## src/rtl/uart_tx_if.sv

```systemverilog
// Byte-write / serial-status bundle between a producer and the uart_tx block.
interface uart_tx_if;
  logic [7:0] datain;
  logic       wrsig;
  logic       tx;
  logic       busy;
  logic       full;
  logic       overflow;
  logic       txdone;

  modport master (
    output datain, wrsig,
    input  tx, busy, full, overflow, txdone
  );

  modport slave (
    input  datain, wrsig,
    output tx, busy, full, overflow, txdone
  );
endinterface

```

## src/rtl/uart_tx.sv

```systemverilog
// 8-bit UART transmitter: start, 8 data bits LSB first, parity, stop.
// A one-entry holding register lets a second byte queue behind the frame in flight.
module uart_tx #(
  parameter logic        PARITYMODE = 1'b0,
  parameter int unsigned BITCLKS    = 16
) (
  input  logic     clk,
  input  logic     rst,
  uart_tx_if.slave bus
);

  localparam int unsigned CNT_W    = (BITCLKS > 1) ? $clog2(BITCLKS) : 1;
  localparam int unsigned IDX_W    = 3;
  localparam int unsigned BYTE_W   = 8;
  localparam logic [CNT_W-1:0] CNT_LAST = CNT_W'(BITCLKS - 1);
  localparam logic [IDX_W-1:0] IDX_LAST = IDX_W'(7);

  typedef enum logic [2:0] {
    IDLE   = 3'd0,
    START  = 3'd1,
    DATA   = 3'd2,
    PARITY = 3'd3,
    STOP   = 3'd4
  } state_t;

  state_t              state, state_nx;
  logic [CNT_W-1:0]    cnt, cnt_nx;
  logic [IDX_W-1:0]    idx, idx_nx;
  logic [BYTE_W-1:0]   shift, shift_nx;
  logic                par, par_nx;
  logic [BYTE_W-1:0]   hold, hold_nx;
  logic                full_q, full_nx;
  logic                tx_q, tx_nx;
  logic                busy_q, busy_nx;
  logic                overflow_q, overflow_nx;
  logic                txdone_q, txdone_nx;
  logic                bit_end;
  logic                drain;

  assign bus.tx       = tx_q;
  assign bus.busy     = busy_q;
  assign bus.full     = full_q;
  assign bus.overflow = overflow_q;
  assign bus.txdone   = txdone_q;

  // Next-state, datapath and registered-output decode.
  always_comb begin
    state_nx    = state;
    cnt_nx      = cnt;
    idx_nx      = idx;
    shift_nx    = shift;
    par_nx      = par;
    hold_nx     = hold;
    full_nx     = full_q;
    overflow_nx = 1'b0;
    tx_nx       = 1'b1;
    drain       = 1'b0;
    bit_end     = (cnt == CNT_LAST);

    if (state != IDLE) begin
      cnt_nx = bit_end ? '0 : cnt + 1'b1;
    end

    case (state)
      IDLE: begin
        if (full_q) begin
          drain = 1'b1;
        end else if (bus.wrsig) begin
          shift_nx = bus.datain;
          par_nx   = PARITYMODE ^ (^bus.datain);
          state_nx = START;
          cnt_nx   = '0;
          idx_nx   = '0;
        end
      end
      START: begin
        if (bit_end) begin
          state_nx = DATA;
          idx_nx   = '0;
        end
      end
      DATA: begin
        if (bit_end) begin
          idx_nx = idx + 1'b1;
          if (idx == IDX_LAST) begin
            state_nx = PARITY;
          end
        end
      end
      PARITY: begin
        if (bit_end) begin
          state_nx = STOP;
        end
      end
      STOP: begin
        if (bit_end) begin
          if (full_q) begin
            drain = 1'b1;
          end else begin
            state_nx = IDLE;
          end
        end
      end
      default: state_nx = IDLE;
    endcase

    // A drain frees the holding slot in the same cycle, so a concurrent write refills it.
    if (drain) begin
      shift_nx = hold;
      par_nx   = PARITYMODE ^ (^hold);
      state_nx = START;
      cnt_nx   = '0;
      idx_nx   = '0;
      full_nx  = bus.wrsig;
      if (bus.wrsig) begin
        hold_nx = bus.datain;
      end
    end else if (bus.wrsig && (state != IDLE)) begin
      if (!full_q) begin
        hold_nx = bus.datain;
        full_nx = 1'b1;
      end else begin
        overflow_nx = 1'b1;
      end
    end

    // Line level follows the state being entered so tx is a clean flop output.
    case (state_nx)
      START:   tx_nx = 1'b0;
      DATA:    tx_nx = shift_nx[idx_nx];
      PARITY:  tx_nx = par_nx;
      default: tx_nx = 1'b1;
    endcase

    busy_nx   = (state_nx != IDLE);
    txdone_nx = (state_nx == STOP) && (cnt_nx == CNT_LAST);
  end

  always_ff @(posedge clk) begin
    if (rst) begin
      state      <= IDLE;
      cnt        <= '0;
      idx        <= '0;
      shift      <= '0;
      par        <= 1'b0;
      full_q     <= 1'b0;
      tx_q       <= 1'b1;
      busy_q     <= 1'b0;
      overflow_q <= 1'b0;
      txdone_q   <= 1'b0;
    end else begin
      state      <= state_nx;
      cnt        <= cnt_nx;
      idx        <= idx_nx;
      shift      <= shift_nx;
      par        <= par_nx;
      full_q     <= full_nx;
      tx_q       <= tx_nx;
      busy_q     <= busy_nx;
      overflow_q <= overflow_nx;
      txdone_q   <= txdone_nx;
    end
  end

  // Holding contents are only meaningful while full is set, so no reset needed.
  always_ff @(posedge clk) begin
    hold <= hold_nx;
  end

endmodule

```

## src/flat_wrapper.sv

```systemverilog
// flat-port wrapper written by rule: the top's interface ports become plain ports
module uart_tx_flat 
#(
  parameter logic        PARITYMODE = 1'b0,
  parameter int unsigned BITCLKS    = 16
)
  (clk, rst, bus_datain, bus_wrsig, bus_tx, bus_busy, bus_full, bus_overflow, bus_txdone);
  uart_tx_if bus_i ();
  input  logic clk;
  input  logic rst;
  input wire logic [$bits(bus_i.datain)-1:0] bus_datain;
  input wire logic [$bits(bus_i.wrsig)-1:0] bus_wrsig;
  output wire logic [$bits(bus_i.tx)-1:0] bus_tx;
  output wire logic [$bits(bus_i.busy)-1:0] bus_busy;
  output wire logic [$bits(bus_i.full)-1:0] bus_full;
  output wire logic [$bits(bus_i.overflow)-1:0] bus_overflow;
  output wire logic [$bits(bus_i.txdone)-1:0] bus_txdone;
  assign bus_i.datain = bus_datain;
  assign bus_i.wrsig = bus_wrsig;
  assign bus_tx = bus_i.tx;
  assign bus_busy = bus_i.busy;
  assign bus_full = bus_i.full;
  assign bus_overflow = bus_i.overflow;
  assign bus_txdone = bus_i.txdone;
  uart_tx #(.PARITYMODE(PARITYMODE), .BITCLKS(BITCLKS)) u_core (.clk(clk), .rst(rst), .bus(bus_i));
endmodule
```

## config.mk

```make
export PLATFORM = sky130hd
export DESIGN_NAME = uart_tx_flat
export DESIGN_NICKNAME = d
export VERILOG_FILES = /design/src/rtl/uart_tx_if.sv /design/src/rtl/uart_tx.sv /design/src/flat_wrapper.sv
export SDC_FILE = /design/constraint.sdc
export NUM_CORES = 1
export LEC_CHECK = 0
export ABC_CLOCK_PERIOD_IN_PS = 5300
export BUFFER_PORTS_ARGS = -buffer_cell sky130_fd_sc_hd__buf_4
export CAP_MARGIN = 20
export CORE_MARGIN = 5
export CORE_UTILIZATION = 55
export CTS_BUF_LIST = sky130_fd_sc_hd__clkbuf_4
export DETAILED_ROUTE_END_ITERATION = 8
export HOLD_SLACK_MARGIN = 0.06
export PLACE_DENSITY_LB_ADDON = 0.1
export SLEW_MARGIN = 20
export SYNTH_ARGS = -nofsm -noshare
export SYNTH_HDL_FRONTEND = slang
export SYNTH_SLANG_ARGS = --single-unit
```

## constraint.sdc

```tcl
create_clock -name clk -period 5.3 [get_ports clk]
set_clock_uncertainty 0.05 [all_clocks]
set_input_delay 0.53 -clock clk [delete_from_list [all_inputs] [get_ports clk]]
set_output_delay 0.53 -clock clk [all_outputs]
set_load 0.01 [all_outputs]
```

==> out/results.ini <==
[floorplanning]
fp.dieH_um=68.1
num_rows=21
coreArea_sq_um=3310
start_util_pct=56.1
fp.dieW_um=68.1
io_pins=16
die-area_sq_um=4640

[power_and_ir_drop]
power_density_nw_per_um2=276
total_power_mw=0.557
p_leak_nw=0.737
worst_ir_drop_vdd_mv=0.175

[timing]
setup-violations-final=0
period_share_pct=48.0
drv_slew=0
worstMarginPinSlew_ps=743
max_clock_freq_ghz=0.393
worst_slack_ps=2760
fin_setup_tns_ps=0
rsz0062_at_grt=false
hold_viol_final=0
post-route-min-period_ps=2540
relSlewSlack_pct=50.4

[worst_setup_path]
startpoint_type=flop
cpMaxStageDelayCell=dfxtp_1
slowest_delay_ps=420
crit_path_end_kind=flop
path_max_fanout=7
cp_num_buf_inv=1
critPathTopFamily=compound AO/OA/AOI/OAI gates
path_class=flop to flop
path_common_cell=ha_1
worstPathRequired_ps=5520
crit_chain=ha_1, and3_4, inv_6, ha_1, nor3b_1, o21ai_0, o211ai_1, o311ai_0, a21oi_1, a211oi_2
critPathArrivalTime_ps=2760

[synth]
synth-async-reset-ratio_pct=0
synth-seq-cells=32
yosysSeqAreaShare_pct=38.8
syn_nets=213
synth_edf_count=8
synth_ff_type=dfxtp_1
postSynthAreaPerCell_sq_um=9.38
yosysUniqueCellTypes=59
syn_inst=198
yosysWarnings=0
syn_area_sq_um=1860

[run_status]
status=finished clean

[clock_network]
h-tree-depth=2
cts_buffers=5
cts_setup_buffers=0
insertion_delay_ps=340
cts_buffer_depth=2
cts_tree=yes
clkTransAtPathRegs_ps=100
cts_root_buf=clkbuf_4
hold_buffers=0
postCtsResizedCells=0
numClockSinks=32

[cells_and_area]
finalNetCount=224
postLayoutCoreUtil_pct=60.9
num_antenna_cells=0
final_common_cell=nand2_1
finalInstanceArea_sq_um=2020
drive_gt1_share_pct=18.1
syn_to_final_growth_pct=8.48
most-common-layout-cells=nand2_1, dfxtp_1, nor2_1

[global_route]
first_global_vias=1346
grt_max_degree=20
antenna_found_initial=0
overflow=0
grt_usage_pct=18.9
grt_pass1_wl_mm=6.36

[routing]
wirelength_mm=3.79
wl_per_cell_um=14.8
postRouteAntennaNets=0
drc=0
drtIter0Drc=132
via_count=1445
via_per_inst=5.64
first_pass_iters=4

[placement]
hpwlAfterDp_mm=2.87
post-place-ws_ps=2570
routabilityCongestion=0.890
io_buffers=15
placed_area_sq_um=1940

[run]
drv_cap=0

[min_path]
hp-class=input port to flop

## through the flow
stage	hold WS, ps	instances
after floorplan	404	198
after global placement	432	248
after detailed placement	440	248
after CTS	322	256
after global routing	319	256
final	331	256
## cells in the mapped netlist, drive strengths merged (2+ instances only)
cell     instances  area [sq um]
or3              2          12.5
dfxtp           24           480
nor4             2          27.5
buf              7          71.3
nand2           26           100
inv              9          38.8
clkbuf           4          16.3
a21boi           2          15.0
xnor2           15           131
and2             3          18.8
a31oi            2          12.5
nand3            2          10.0
a311oi           6          52.6
ha               4          50.1
mux2i            2          20.0
o211ai           3          27.5
a21oi            7          35.0
and3             3          23.8
edfxtp           8           240
nor2b            4          25.0
a2111oi          2          42.5
nor3             7          35.0
nor3b            4          30.0
nor2            18          75.1
a211oi           4          35.0
o21ai            7          35.0
nand2b           2          20.0
## state kept, by name, summed over array words and instances (netlist names)
signal	count
u_core.hold	8
u_core.shift	8
u_core.cnt	4
u_core.idx	3
u_core.state	3
u_core.bus.busy	1
u_core.bus.full	1
u_core.bus.overflow	1
u_core.bus.tx	1
u_core.bus.txdone	1
u_core.par	1
## power by group
group	internal, mW	switching (mW)
Clock	0.0966	0.0878
Combinational	0.0413	0.0529
Sequential	0.267	0.0115
## layer usage
metal	global-route usage, %	vias up	routed length, um
met1	27.3	668	1920
met3	4.11	8	237
met4	9.68	0	78
met5	0	-	0
li1	-	732	-
met2	26.1	37	1550
## final timing paths
check / startpoint / to / slack (ps) / cells after the start
max: u_core.cnt[0] / u_core.bus.tx / 2760 / 10
min: bus_datain[3] / u_core.hold[3] / 330 / 1
max reg2reg: u_core.cnt[0] / u_core.bus.tx / 2760 / 10
min reg2reg: u_core.shift[1] / u_core.shift[1] / 460 / 2
## worst reg2reg max path, cell delays in order (launching register included)
cell and delay, ps:
dfxtp_1 420, ha_1 300, and3_4 280, inv_6 50, ha_1 280, nor3b_1 40, o21ai_0 260, o211ai_1 180
o311ai_0 360, a21oi_1 90, a211oi_2 170
## kinds of logic after synthesis
family | count (synthesis) | share of synthesized area (%)
adder cells (fa/ha/maj) | 4 | 2.69
AO/OA/AOI/OAI | 42 | 18.2
AND/OR/NAND/NOR | 81 | 24.3
flip-flops | 32 | 38.8
multiplexers | 3 | 1.68
XOR/XNOR | 16 | 7.54
buffers and inverters | 20 | 6.80
## cell type report
class	count	area, sq um
fillers	312	1290
multi-input cells	146	1010
flip-flops and latches	32	721
repair buffers	15	113
well taps	46	57.6
inverters	9	38.8
clock buffers	5	37.5
clock inverters	3	37.5
Note: power is estimated with default switching activity, not from simulation.
